$ cat config.mk
export PLATFORM = sky130hd
export DESIGN_NAME = approx_mul_seq_ctrl
export DESIGN_NICKNAME = d
export VERILOG_FILES = /design/src/rtl/pico_mul_pkg.sv /design/src/rtl/approx_mul_seq_ctrl_row_adder.sv /design/src/rtl/approx_mul_seq_ctrl.sv
export SDC_FILE = /design/constraint.sdc
export NUM_CORES = 1
export LEC_CHECK = 0
export ABC_AREA = 0
export CORE_ASPECT_RATIO = 0.6
export CORE_MARGIN = 2
export CORE_UTILIZATION = 55
export DETAILED_ROUTE_END_ITERATION = 8
export GPL_TIMING_DRIVEN = 1
export PLACE_DENSITY = 0.86
export SYNTH_ARGS = -nofsm -noshare
export SYNTH_HDL_FRONTEND = slang
export SYNTH_SLANG_ARGS = --single-unit
$ cat constraint.sdc
create_clock -name clk -period 4.35 [get_ports clk]
set_clock_uncertainty 0.05 [all_clocks]
set_input_delay 0.87 -clock clk [delete_from_list [all_inputs] [get_ports clk]]
set_output_delay 0.87 -clock clk [all_outputs]
set_load 0.02 [all_outputs]
$ cat src/rtl/pico_mul_pkg.sv
// pico_mul_pkg: shared FSM state encoding and default sizing for the approximate multiplier
package pico_mul_pkg;
   localparam int DEFAULT_WIDTH       = 32;
   localparam int DEFAULT_APPROX_BITS = 8;
   typedef enum logic [1:0] {
      ST_IDLE = 2'd0,
      ST_RUN  = 2'd1,
      ST_DONE = 2'd2
   } state_t;
endpackage

$ cat src/rtl/approx_mul_seq_ctrl_row_adder.sv
// approx_row_adder: one multiplier row adder, approximate low lanes (sum=b, cout=a) and exact upper lanes
//   x, y  in  WIDTH  addends (partial product high half, multiplicand)
//   mode  in  1      1 = approximate low APPROX_BITS lanes, 0 = exact everywhere
//   s     out WIDTH  sum
//   c     out 1      carry out of the top lane
module x1_approx_add (
   input  logic a,
   input  logic b,
   output logic sum,
   output logic cout
);
   assign sum  = b;
   assign cout = a;
endmodule

module approx_row_adder
   import pico_mul_pkg::*;
#(
   parameter int WIDTH       = DEFAULT_WIDTH,
   parameter int APPROX_BITS = DEFAULT_APPROX_BITS
) (
   input  logic [WIDTH-1:0] x,
   input  logic [WIDTH-1:0] y,
   input  logic             mode,
   output logic [WIDTH-1:0] s,
   output logic             c
);
   localparam int HW = WIDTH - APPROX_BITS;
   logic [WIDTH:0] exact_sum;
   logic [WIDTH:0] approx_sum;
   assign exact_sum = {1'b0, x} + {1'b0, y};
   if (APPROX_BITS == 0) begin : g_exact_only
      assign approx_sum = exact_sum;
   end else begin : g_approx
      logic [APPROX_BITS-1:0] lo_sum;
      logic [APPROX_BITS-1:0] lo_cout;
      for (genvar i = 0; i < APPROX_BITS; i++) begin : g_cell
         x1_approx_add u_cell (.a(x[i]), .b(y[i]), .sum(lo_sum[i]), .cout(lo_cout[i]));
      end
      if (HW == 0) begin : g_no_upper
         assign approx_sum = {lo_cout[APPROX_BITS-1], lo_sum};
      end else begin : g_upper
         // only the top approximate cell's carry reaches the exact slice
         logic [HW:0] hi_sum;
         assign hi_sum = {1'b0, x[WIDTH-1:APPROX_BITS]} + {1'b0, y[WIDTH-1:APPROX_BITS]}
                       + {{HW{1'b0}}, lo_cout[APPROX_BITS-1]};
         assign approx_sum = {hi_sum, lo_sum};
      end
   end
   assign {c, s} = mode ? approx_sum : exact_sum;
endmodule

$ cat src/rtl/approx_mul_seq_ctrl.sv
// approx_mul_seq_ctrl: sequential radix-2 shift-add multiplier controller over an approximate row adder
//   clk, rst                 clock, synchronous active-high reset
//   req_valid/req_ready      request handshake; req_ready high only in IDLE
//   req_a, req_b, req_approx multiplicand, multiplier, approximate-low-lanes select
//   resp_valid/resp_ready    response handshake; resp_valid high only in DONE
//   resp_prod                2*WIDTH-bit product {hi,lo}
//   busy                     high in RUN or DONE
module approx_mul_seq_ctrl
   import pico_mul_pkg::*;
#(
   parameter int WIDTH       = DEFAULT_WIDTH,
   parameter int APPROX_BITS = DEFAULT_APPROX_BITS
) (
   input  logic               clk,
   input  logic               rst,
   input  logic               req_valid,
   output logic               req_ready,
   input  logic [WIDTH-1:0]   req_a,
   input  logic [WIDTH-1:0]   req_b,
   input  logic               req_approx,
   output logic               resp_valid,
   input  logic               resp_ready,
   output logic [2*WIDTH-1:0] resp_prod,
   output logic               busy
);
   localparam int CW = $clog2(WIDTH);
   state_t           state_q, state_d;
   logic [CW-1:0]    cnt_q, cnt_d;
   logic [WIDTH-1:0] hi_q, hi_d, lo_q, lo_d, mcand_q, mcand_d;
   logic             mode_q, mode_d;
   logic [WIDTH-1:0] row_s;
   logic             row_c;
   logic             last;
   approx_row_adder #(.WIDTH(WIDTH), .APPROX_BITS(APPROX_BITS)) u_row (
      .x(hi_q), .y(mcand_q), .mode(mode_q), .s(row_s), .c(row_c)
   );
   assign last       = cnt_q == CW'(WIDTH - 1);
   assign req_ready  = state_q == ST_IDLE;
   assign resp_valid = state_q == ST_DONE;
   assign busy       = state_q != ST_IDLE;
   assign resp_prod  = {hi_q, lo_q};
   always_comb begin
      state_d = state_q;
      cnt_d   = cnt_q;
      hi_d    = hi_q;
      lo_d    = lo_q;
      mcand_d = mcand_q;
      mode_d  = mode_q;
      case (state_q)
         ST_IDLE: if (req_valid) begin
            state_d = ST_RUN;
            cnt_d   = '0;
            hi_d    = '0;
            lo_d    = req_b;
            mcand_d = req_a;
            mode_d  = req_approx;
         end
         ST_RUN: begin
            // carry out of the row lands in hi[WIDTH-1] after the shift
            {hi_d, lo_d} = {lo_q[0] ? {row_c, row_s} : {1'b0, hi_q}, lo_q[WIDTH-1:1]};
            cnt_d        = last ? cnt_q : cnt_q + CW'(1);
            state_d      = last ? ST_DONE : ST_RUN;
         end
         ST_DONE: state_d = resp_ready ? ST_IDLE : ST_DONE;
         default: state_d = ST_IDLE;
      endcase
   end
   always_ff @(posedge clk) begin
      if (rst) begin
         state_q <= ST_IDLE;
         cnt_q   <= '0;
         hi_q    <= '0;
         lo_q    <= '0;
         mcand_q <= '0;
         mode_q  <= 1'b0;
      end else begin
         state_q <= state_d;
         cnt_q   <= cnt_d;
         hi_q    <= hi_d;
         lo_q    <= lo_d;
         mcand_q <= mcand_d;
         mode_q  <= mode_d;
      end
   end
endmodule

==> flow_summary.rst <==
.. list-table::
   :header-rows: 1

   * - Metric
     - Value
   * - Most common cell after layout, fill and taps aside
     - sky130_fd_sc_hd__nand2_1
   * - Detailed-routing iteration count for the pre-antenna-repair pass
     - 5
   * - Max Cap Violations
     - 0
   * - Worst min path class
     - reg2reg
   * - Synth Cell Area
     - 6150 sq um
   * - Tot GR Track Use
     - 29.99%
   * - Sequential cell area
     - 2082 sq um
   * - Vias post-DR
     - 6,366
   * - Die height
     - 85.91 microns
   * - Number of cells on the worst reg-to-reg path
     - 10
   * - HPWL after detailed placement
     - 13.16 mm
   * - Setup repair after global routing missed its margin
     - false
   * - Hold buffers post-CTS
     - 0
   * - Syn Nets
     - 905
   * - Global-route congestion overflow total
     - 0
   * - Multi-input gate area
     - 3772 sq um
   * - Final period demand of the worst path
     - 3.117 ns
   * - Number of nets still failing antenna checks after routing
     - 0
   * - Detailed-route DRC error count
     - 0
   * - Fraction of registers with async set or reset after synthesis
     - 0%
   * - Clock tree from TritonCTS
     - done
   * - Longest Clk Path Bufs
     - 2
   * - Cell type contributing the most total cell area after synthesis
     - sky130_fd_sc_hd__dfxtp_1
   * - Layout fillers
     - 868
   * - Post-detailed-placement cell area
     - 7527 sq um
   * - Reg2reg start
     - hi_q[8]$_SDFFE_PP0P_
   * - Drt wl/cell
     - 17.55 microns
   * - Worst Hold Path Cells
     - 2
   * - Antenna diode count
     - 0
   * - Total number of nets in the final design
     - 1,007
   * - Worst slew margin relative to its limit
     - 28.41%
   * - Worst Path Buf+Inv
     - 1
   * - Layout cell share with drive strength beyond 1
     - 4.746%
   * - Synth unique cells
     - 67
   * - Worst-path cell chain
     - fa_1, inv_1, fa_1, a21boi_0, and3_1, and2_1, a211oi_4, or4_4, a21o_1, a31o_1
   * - HP Start
     - mcand_q[23]$_SDFFE_PP0P_
   * - Chip width
     - 140.5 microns
   * - Max Transition Viols Final
     - 0
   * - Wire length of the first global-routing pass
     - 29.63 mm
   * - Final GP Congestion
     - 0.9309
   * - Total number of clock tree sinks
     - 104
   * - Worst flop-to-flop path endpoint
     - hi_q[29]$_SDFFE_PP0P_
   * - Worst Hold Endpoint
     - mcand_q[23]$_SDFFE_PP0P_
   * - Number of global-route vias before repair
     - 5,916
   * - Pin count of the biggest net entering global routing
     - 50
   * - Count of cells resized by post-cts repair
     - 0
   * - Peak per-stage delay on the critical path
     - 0.50 ns
   * - Biggest fanout along the worst timing path
     - 5
   * - Flip-flop and latch count after synthesis
     - 104
   * - Detailed router's first-iteration violation count
     - 637
   * - Critical Path Slowest Stage Cell
     - sky130_fd_sc_hd__or4_4
   * - Ys flop type
     - sky130_fd_sc_hd__dfxtp_1
   * - Number of placement rows
     - 29
   * - TritonCTS buffer count
     - 9
   * - Core Util, Final
     - 72.87%
   * - Die Footprint
     - 12,070 sq um
   * - Area grow syn2layout
     - 27.26%
   * - Result of the run
     - finished, final reports clean
   * - Setup ws final
     - 1.233 ns
   * - Worst IR drop on VDD
     - 0.0002196 V
   * - CP Depth
     - 10
   * - Area contributors post-synth
     - sky130_fd_sc_hd__dfxtp_1 (34%), sky130_fd_sc_hd__nand2_1 (10%), sky130_fd_sc_hd__ha_1 (6.9%), sky130_fd_sc_hd__a21oi_1 (6.8%), sky130_fd_sc_hd__nor2_1 (4.7%)
   * - Family of cells with the greatest summed delay on the critical path
     - simple AND/OR/NAND/NOR gates
   * - Areal power density over the cells
     - 297.4 nW/um^2
   * - Clk pin slew, worst setup/hold paths
     - 0.08 ns
   * - Number of I/O pins
     - 136
   * - Summed area of non-filler cells in the final layout
     - 7826 sq um
   * - Avg Vias per Cell
     - 6.092
   * - Cell count after synthesis
     - 799
   * - Required time of the critical path
     - 4.54 ns
   * - Count of flip-flops with a built-in enable after synthesis
     - 0
   * - Max Clk Rate
     - 320.8 MHz
   * - Synth warn
     - 0
   * - Total of endpoints with negative setup slack in the final report
     - 0
   * - Leak pwr
     - 0.003109 uW
   * - Buffers inserted by post-CTS timing repair
     - 0
   * - R2R setup slack
     - 1.23 ns
   * - Initial core utilization
     - 57.26%
   * - Cell with the most instances on the worst path
     - sky130_fd_sc_hd__fa_1
   * - Setup TNS
     - 0 ns
   * - Type of the setup path with the least slack
     - reg2reg
   * - Core box area
     - 10,740 sq um
   * - Number of failing hold endpoints at the final stage
     - 0
   * - Most frequent cells in the layout
     - sky130_fd_sc_hd__nand2_1 (167), sky130_fd_sc_hd__clkdlybuf4s50_1 (134), sky130_fd_sc_hd__dfxtp_1 (104), sky130_fd_sc_hd__a21oi_1 (84), sky130_fd_sc_hd__nor2_1 (75)
   * - Sequential element share of the synthesized area
     - 33.86%
   * - Proportion of netlist area held by the largest area contributor
     - 33.86%
   * - Least-Margin Pin Slew
     - 1.073 ns
   * - Clock network latency to the later pin of the worst-skew pair
     - 0.35 ns
   * - H-tree depth
     - 3
   * - Post-route clock period utilization
     - 71.66%
   * - Setup crit end kind
     - register
   * - Setup slack at placement
     - 1.301 ns
   * - Clock tree root driver cell
     - sky130_fd_sc_hd__clkbuf_16
   * - Worst setup SP type
     - register
   * - Critical Path AT
     - 3.31 ns
   * - Final WL
     - 18.34 mm
   * - Count of buffers inserted at the top-level ports
     - 135
   * - Mean post-synth cell area
     - 7.697 sq um
   * - Pwr Total
     - 2328 uW
   * - Number of antenna violations at the first check in global routing
     - 0
[state kept, by name (all words and copies together) (netlist names)]
name     cells
mode_q       1
state_q      2
mcand_q     32
lo_q        32
hi_q        32
cnt_q        5
[tightest hold or removal path: cells and delay by family, from the launching register on]
family           cells  cell delay [ns]
flip-flops           1             0.32
AND/OR/NAND/NOR      1             0.05
AO/OA/AOI/OAI        1             0.05
[synthesized netlist by cell type, types with 7 or more instances]
cell type / instances
sky130_fd_sc_hd__nand2_1: 167
sky130_fd_sc_hd__dfxtp_1: 104
sky130_fd_sc_hd__a21oi_1: 84
sky130_fd_sc_hd__nor2_1: 77
sky130_fd_sc_hd__clkbuf_1: 43
sky130_fd_sc_hd__ha_1: 34
sky130_fd_sc_hd__a311oi_1: 32
sky130_fd_sc_hd__o21ai_0: 24
sky130_fd_sc_hd__a22oi_1: 23
sky130_fd_sc_hd__inv_1: 20
sky130_fd_sc_hd__a21o_1: 16
sky130_fd_sc_hd__nand3_1: 13
sky130_fd_sc_hd__a211oi_1: 12
sky130_fd_sc_hd__xnor2_1: 12
sky130_fd_sc_hd__o211ai_1: 10
sky130_fd_sc_hd__nor3_1: 9
sky130_fd_sc_hd__and2_1: 8
sky130_fd_sc_hd__buf_4: 8
sky130_fd_sc_hd__o22ai_1: 7
[per-stage QoR]
stage | hold WS [ns] | cells
2_1_floorplan | 0.3900 | 799
5_1_grt | 0.4408 | 1045
3_3_place_gp | 0.4016 | 1029
3_5_place_dp | 0.4086 | 1029
6_report | 0.4183 | 1045
4_1_cts | 0.4206 | 1045
[per-layer routing]
metal  wire [microns]  up-vias  share of wire [%]  global-route usage (%)
met5                0        -                  0                       0
met3             1467       26                8.0                   5.863
met4              286        0                1.6                   5.909
met2             7939      271                 43                   46.43
met1             8645     2997                 47                   43.97
li1                 -     3072                  -                       -
[cell families after synthesis]
group / synth area share (%)
compound gates: 28.32
xor+xnor: 2.564
fa+ha+maj: 7.894
buf+inv: 5.005
flops: 33.86
mux: 0.9766
simple gates: 21.38
[how the worst max path moves through the flow]
| stage | endpoint | from |
|---|---|---|
| 2_1_floorplan | hi_q[29]$_SDFFE_PP0P_ | hi_q[8]$_SDFFE_PP0P_ |
| 3_3_place_gp | hi_q[29]$_SDFFE_PP0P_ | hi_q[8]$_SDFFE_PP0P_ |
| 3_5_place_dp | hi_q[29]$_SDFFE_PP0P_ | hi_q[8]$_SDFFE_PP0P_ |
| 4_1_cts | hi_q[29]$_SDFFE_PP0P_ | hi_q[8]$_SDFFE_PP0P_ |
| 5_1_grt | hi_q[29]$_SDFFE_PP0P_ | hi_q[8]$_SDFFE_PP0P_ |
| 6_report | hi_q[29]$_SDFFE_PP0P_ | hi_q[8]$_SDFFE_PP0P_ |
[power by group]
| group | switching, uW | total (uW) | internal (uW) | leakage [uW] |
|---|---|---|---|---|
| registers | 49.0 | 1050 | 1010 | 0.000852 |
| logic | 259 | 458 | 199 | 0.00212 |
| clock network | 408 | 815 | 407 | 0.000140 |
| total | 716 | 2330 | 1610 | 0.00311 |
[layout make-up]
class                      count  share of cell area [%]
multi-input combinational    621                   48.20
sequential                   104                   26.60
timing repair buffer         145                   18.19
clock buffer                   9                   2.878
tap                          139                   2.222
inverter                      20                  0.9592
clock inverter                 7                  0.9432
(Power assumes the default switching activity.)
